==> config.mk <==
export PLATFORM = sky130hd
export DESIGN_NAME = alu_mul_seq
export DESIGN_NICKNAME = d
export VERILOG_FILES = /design/src/rtl/alu_mul_seq.sv
export SDC_FILE = /design/constraint.sdc
export NUM_CORES = 1
export LEC_CHECK = 0
export ABC_CLOCK_PERIOD_IN_PS = 1550
export BUFFER_PORTS_ARGS = -buffer_cell sky130_fd_sc_hd__buf_4
export CAP_MARGIN = 40
export CORE_UTILIZATION = 45
export DETAILED_ROUTE_END_ITERATION = 6
export HOLD_SLACK_MARGIN = 0.15
export PLACE_DENSITY_LB_ADDON = 0.1
export SYNTH_ARGS = -nofsm -noshare
export SYNTH_HDL_FRONTEND = slang
export SYNTH_SLANG_ARGS = --single-unit
==> constraint.sdc <==
create_clock -name clock -period 1.55 [get_ports clock]
set_input_delay 0.3875 -clock clock [delete_from_list [all_inputs] [get_ports clock]]
set_output_delay 0.3875 -clock clock [all_outputs]
set_load 0.1 [all_outputs]
==> src/rtl/alu_mul_seq.sv <==
// Sequential 16x16 shift-add multiplier that performs all arithmetic on an external ALU.
// Optional build macro MUL_EARLY_EXIT_EN: finish as soon as the shifted multiplier reaches zero.

package alu_mul_seq_pkg;
    typedef enum logic [3:0] {
        F_A         = 4'h0,
        F_A_PLUS_B  = 4'h1,
        F_A_MINUS_B = 4'h2,
        F_A_AND_B   = 4'h3,
        F_A_OR_B    = 4'h4,
        F_A_XOR_B   = 4'h5,
        F_A_SHL     = 4'h6,
        F_A_LSHR    = 4'h7,
        F_A_ASHR    = 4'h8
    } alu_op_t;
endpackage

module alu_mul_seq
    import alu_mul_seq_pkg::*;
(
    input  logic        clock,
    input  logic        reset_L,
    input  logic        start,
    output logic        ready,
    input  logic [15:0] mcand,
    input  logic [15:0] mplier,
    output logic [15:0] product,
    output logic        ovf,
    output logic        done,
    output alu_op_t     alu_opcode,
    output logic [15:0] alu_inA,
    output logic [15:0] alu_inB,
    input  logic [15:0] alu_out,
    input  logic [3:0]  alu_cc
);

    // state | meaning
    // IDLE  | waiting for start, ready=1
    // ADD   | P <= P + A when B[0]=1, else P passes through
    // SHL   | A <= A << 1, remember any bit shifted out
    // SHR   | B <= B >> 1, count the iteration
    // DONE  | one-cycle done pulse
    typedef enum logic [2:0] {
        S_IDLE,
        S_ADD,
        S_SHL,
        S_SHR,
        S_DONE
    } state_t;

    localparam int CC_Z = 3;
    localparam int CC_C = 2;

    state_t      state;
    logic [15:0] reg_a;
    logic [15:0] reg_b;
    logic [15:0] reg_p;
    logic        lost_a;
    logic [4:0]  cnt;
    logic [4:0]  cnt_next;
    logic        last_iter;
    logic        unused_cc;

    assign product   = reg_p;
    assign cnt_next  = cnt + 5'd1;
    assign unused_cc = ^alu_cc;

`ifdef MUL_EARLY_EXIT_EN
    assign last_iter = (cnt_next == 5'd16) || alu_cc[CC_Z];
`else
    assign last_iter = (cnt_next == 5'd16);
`endif

    always_ff @(posedge clock or negedge reset_L) begin
        if (!reset_L) begin
            state  <= S_IDLE;
            ready  <= 1'b1;
            done   <= 1'b0;
            reg_a  <= '0;
            reg_b  <= '0;
            reg_p  <= '0;
            ovf    <= 1'b0;
            lost_a <= 1'b0;
            cnt    <= '0;
        end else begin
            case (state)
                S_IDLE: begin
                    if (start) begin
                        reg_a  <= mcand;
                        reg_b  <= mplier;
                        reg_p  <= '0;
                        lost_a <= 1'b0;
                        ovf    <= 1'b0;
                        cnt    <= '0;
                        ready  <= 1'b0;
                        state  <= S_ADD;
                    end
                end
                S_ADD: begin
                    reg_p <= alu_out;
                    // An add after a lost multiplicand bit is a product bit >= 2^16.
                    if (reg_b[0] && (alu_cc[CC_C] || lost_a)) begin
                        ovf <= 1'b1;
                    end
                    state <= S_SHL;
                end
                S_SHL: begin
                    reg_a <= alu_out;
                    if (alu_cc[CC_C]) begin
                        lost_a <= 1'b1;
                    end
                    state <= S_SHR;
                end
                S_SHR: begin
                    reg_b <= alu_out;
                    cnt   <= cnt_next;
                    if (last_iter) begin
                        done  <= 1'b1;
                        state <= S_DONE;
                    end else begin
                        state <= S_ADD;
                    end
                end
                S_DONE: begin
                    done  <= 1'b0;
                    ready <= 1'b1;
                    state <= S_IDLE;
                end
                default: begin
                    done  <= 1'b0;
                    ready <= 1'b1;
                    state <= S_IDLE;
                end
            endcase
        end
    end

    // ALU drive must be combinational so the result can be captured in the same state.
    always_comb begin
        alu_opcode = F_A;
        alu_inA    = '0;
        alu_inB    = '0;
        case (state)
            S_ADD: begin
                alu_inA = reg_p;
                if (reg_b[0]) begin
                    alu_opcode = F_A_PLUS_B;
                    alu_inB    = reg_a;
                end
            end
            S_SHL: begin
                alu_opcode = F_A_SHL;
                alu_inA    = reg_a;
            end
            S_SHR: begin
                alu_opcode = F_A_LSHR;
                alu_inA    = reg_b;
            end
            default: begin
            end
        endcase
    end

endmodule

==> results by group <==
Synthesis
  • Seq/Total Area, Yosys: 46.9%
  • Synth Net Count: 365
  • Synth warn: 0
  • EDFF count, synth: 0
  • Cell count after synthesis: 309
  • Post-synthesis register bit count: 60
  • Post-synth cell types: 36
  • Async SR Flop Fraction: 100%
  • Mapped Avg Cell Area: 10.4 sq um
  • Most common flop cell mapped by yosys: dfrtp_1
  • Post-Syn Area: 0.00321 sq mm

Drt
  • WL met2: 7060 um
  • Wirelength per Cell: 24.7 um
  • Antenna-violating nets left: 0
  • WL met3: 1010 um
  • DRC: 0
  • Wirelength, routed: 14,300 um
  • Via count: 3,489
  • Max Used Layer: met4
  • First DRT Iteration DRCs: 240
  • M1 WL: 5570 um
  • Vias per cell: 6.05
  • DRT Pass-1 Iters: 4

Setup path
  • CP max stage cell: dfrtp_2
  • Worst r2r src: state[0]
  • Startpoint class of the critical path: flip-flop
  • Buffers & Inverters on Critical Path: 2
  • Delay-heaviest family, CP: flip-flops
  • Crit-path cells: clkbuf_16 > mux2_2 > a22oi_2 > nor2_4 > buf_12
  • Critical Path RT: 1.16 ns
  • Worst Path Max Fanout: 8
  • Arrival time of the worst setup path: 1.81 ns
  • Worst setup path start: state[0]
  • Worst path max stage delay: 0.43 ns
  • Critical path type: reg -> out
  • Critical path endpoint category: output pin

Floorplan
  • Core area: 0.00683 sq mm
  • Initial Utilization: 46.9%
  • Die W: 86.4 um
  • Die Y: 86.4 um
  • Die Area: 0.00747 sq mm
  • I/O pin count: 110
  • # rows: 30

GRT
  • Vias in the first global route: 3,508
  • Largest net degree at the start of global routing: 26
  • Initial antenna violation count: 0
  • First-pass GRT wire length: 19,100 um
  • Grt total ovfl: 0
  • Overall routing resource usage: 35.2%

STA
  • Max Slew Vio Count: 0
  • Final hold violations: 0
  • Tmin final: 2.20 ns
  • Fin crit share: 142%
  • Unrepaired setup endpoints after global routing: true
  • Finish-stage setup viols: 91
  • Hold slack: 0.271 ns
  • Final WS setup: -0.648 ns
  • Fmax: 455 MHz
  • Clk_skew: 0.0111 ns

Run status
  • Failing checks: setup timing
  • Outcome: finished, violations left

Clock tree
  • Clock latency at the later pin of the worst-skew pair: 0.36 ns
  • Total CTS buffers: 9
  • CTS Buffer Depth: 2
  • Clk pin slew, worst setup/hold paths: 0.08 ns
  • Root Driver: clkbuf_8
  • Clock sinks: 60
  • CTS tree: yes
  • H-Tree Depth: 3

Placed design
  • Pre-CTS setup slack: -0.413 ns
  • I/O Buffers: 105
  • Detailed Place HPWL: 6470 um
  • Gpl congestion: 0.766

Final layout
  • Layout fillers: 277
  • Area grow syn2layout: 90.8%
  • Multi-input gate area: 0.00204 sq mm
  • Share of cells above drive strength 1: 67.6%
  • Register area: 0.00154 sq mm
  • Fin nets: 532
  • # diodes: 0

Min path
  • Hold wc startpoint: alu_out[0]
  • Hold WC Path Type: in -> reg

Flow run
  • Max Cap Violations: 0
## worst register-to-register path, delay by kind of cell, from the launching register on
kind	cells	cell delay [ns]
AOI/OAI and AO/OA	1	0.14
buffers and inverters	5	0.74
DFF	1	0.46
muxes	1	0.31
and+or+nand+nor	1	0.25
## cells in the mapped netlist, types with 2 or more instances
master	number	area [sq um]
buf_12	2	40.0
nand2_1	21	78.8
clkbuf_1	10	37.5
nor2b_1	4	25.0
a22o_1	20	175
a22oi_1	16	120
dfrtp_1	59	1480
nor2_1	37	139
xnor2_1	2	17.5
buf_4	2	15.0
inv_1	2	7.51
buf_2	11	55.1
mux2_2	18	203
nand3_1	4	20.0
o21ai_1	12	60.1
buf_6	2	22.5
a21oi_1	18	90.1
o21ai_0	4	20.0
mux2i_1	33	330
and3_1	16	100
## state kept, by name, summed over array words and instances, names as in the netlist, 3 cells and up
name	count
reg_b	16
state	3
reg_a	16
product	16
cnt	5
## cell families (layout without fill, tap and decap cells)
logic type	Yosys count	in the layout	share of synthesized area, %
adder cells (fa/ha/maj)	1	1	0.390
buffers and inverters	30	202	6.01
AO/OA/AOI/OAI	74	74	15.6
other	1	1	0.117
AND/OR/NAND/NOR	90	90	13.9
multiplexers	51	51	16.6
flip-flops	60	60	46.9
XOR/XNOR	2	2	0.546
## routing by layer
layer  vias to the layer above  global-route usage [%]
met5                         -                       0
met2                       239                    58.4
met3                        51                    6.86
met4                         0                    21.7
met1                      1758                    42.4
li1                       1441                       -
## timing repair
item	in CTS	in global routing
buffers inserted	16	7
hold buffers	1	0
cloned	6	2
pin swaps	7	10
endpoints found under the setup margin	89	93
gates resized for setup	187	26
endpoints found under the hold margin	22	0
## layout by cell type (no fill, tap or decap), types with 13 or more instances in the layout
cell type    n
nand2_1     19
mux2_2      15
dfrtp_2     13
buf_6       15
mux2i_1     26
buf_4      110
a22oi_2     16
buf_12      45
nor2_4      24
dfrtp_1     40
and3_4      16
a22o_1      20
o21ai_1     16
a21oi_1     14
## through the flow
stage | cell area, sq um | setup TNS (ns) | instances | utilization, %
floorplan | 3550 | -8.99 | 309 | -
global placement | 4680 | -17.54 | 533 | 68.5
detailed placement | 4680 | -19.86 | 533 | 68.5
CTS | 5940 | -34.72 | 571 | 86.9
global route | 6120 | -41.60 | 577 | 89.6
finish | 6120 | -38.77 | 577 | 89.6
## area by class of cell
cell class / instances / area share (%)
Sequential cell: 60 / 25.2
Timing Repair Buffer: 184 / 36.2
Tap cell: 96 / 1.96
Multi-Input combinational cell: 219 / 33.3
Clock inverter: 5 / 0.818
Clock buffer: 11 / 2.47
Inverter: 2 / 0.123
## path summary, 6_finish.rpt
| kind | end | slack (ns) | depth (start not counted) |
|---|---|---|---|
| min in group asynchronous | product[7] | 0.48 | 2 |
| max | alu_inA[1] | -0.65 | 5 |
| max reg2reg | reg_a[11] | -0.49 | 8 |
| max in group asynchronous | product[6] | 0.52 | 3 |
| min | reg_b[0] | 0.27 | 3 |
| min reg2reg | ready | 0.52 | 2 |
Power is left out: the tool's default activity adds up to more than one toggle a clock period on the data nets, which glitch-free logic cannot reach.
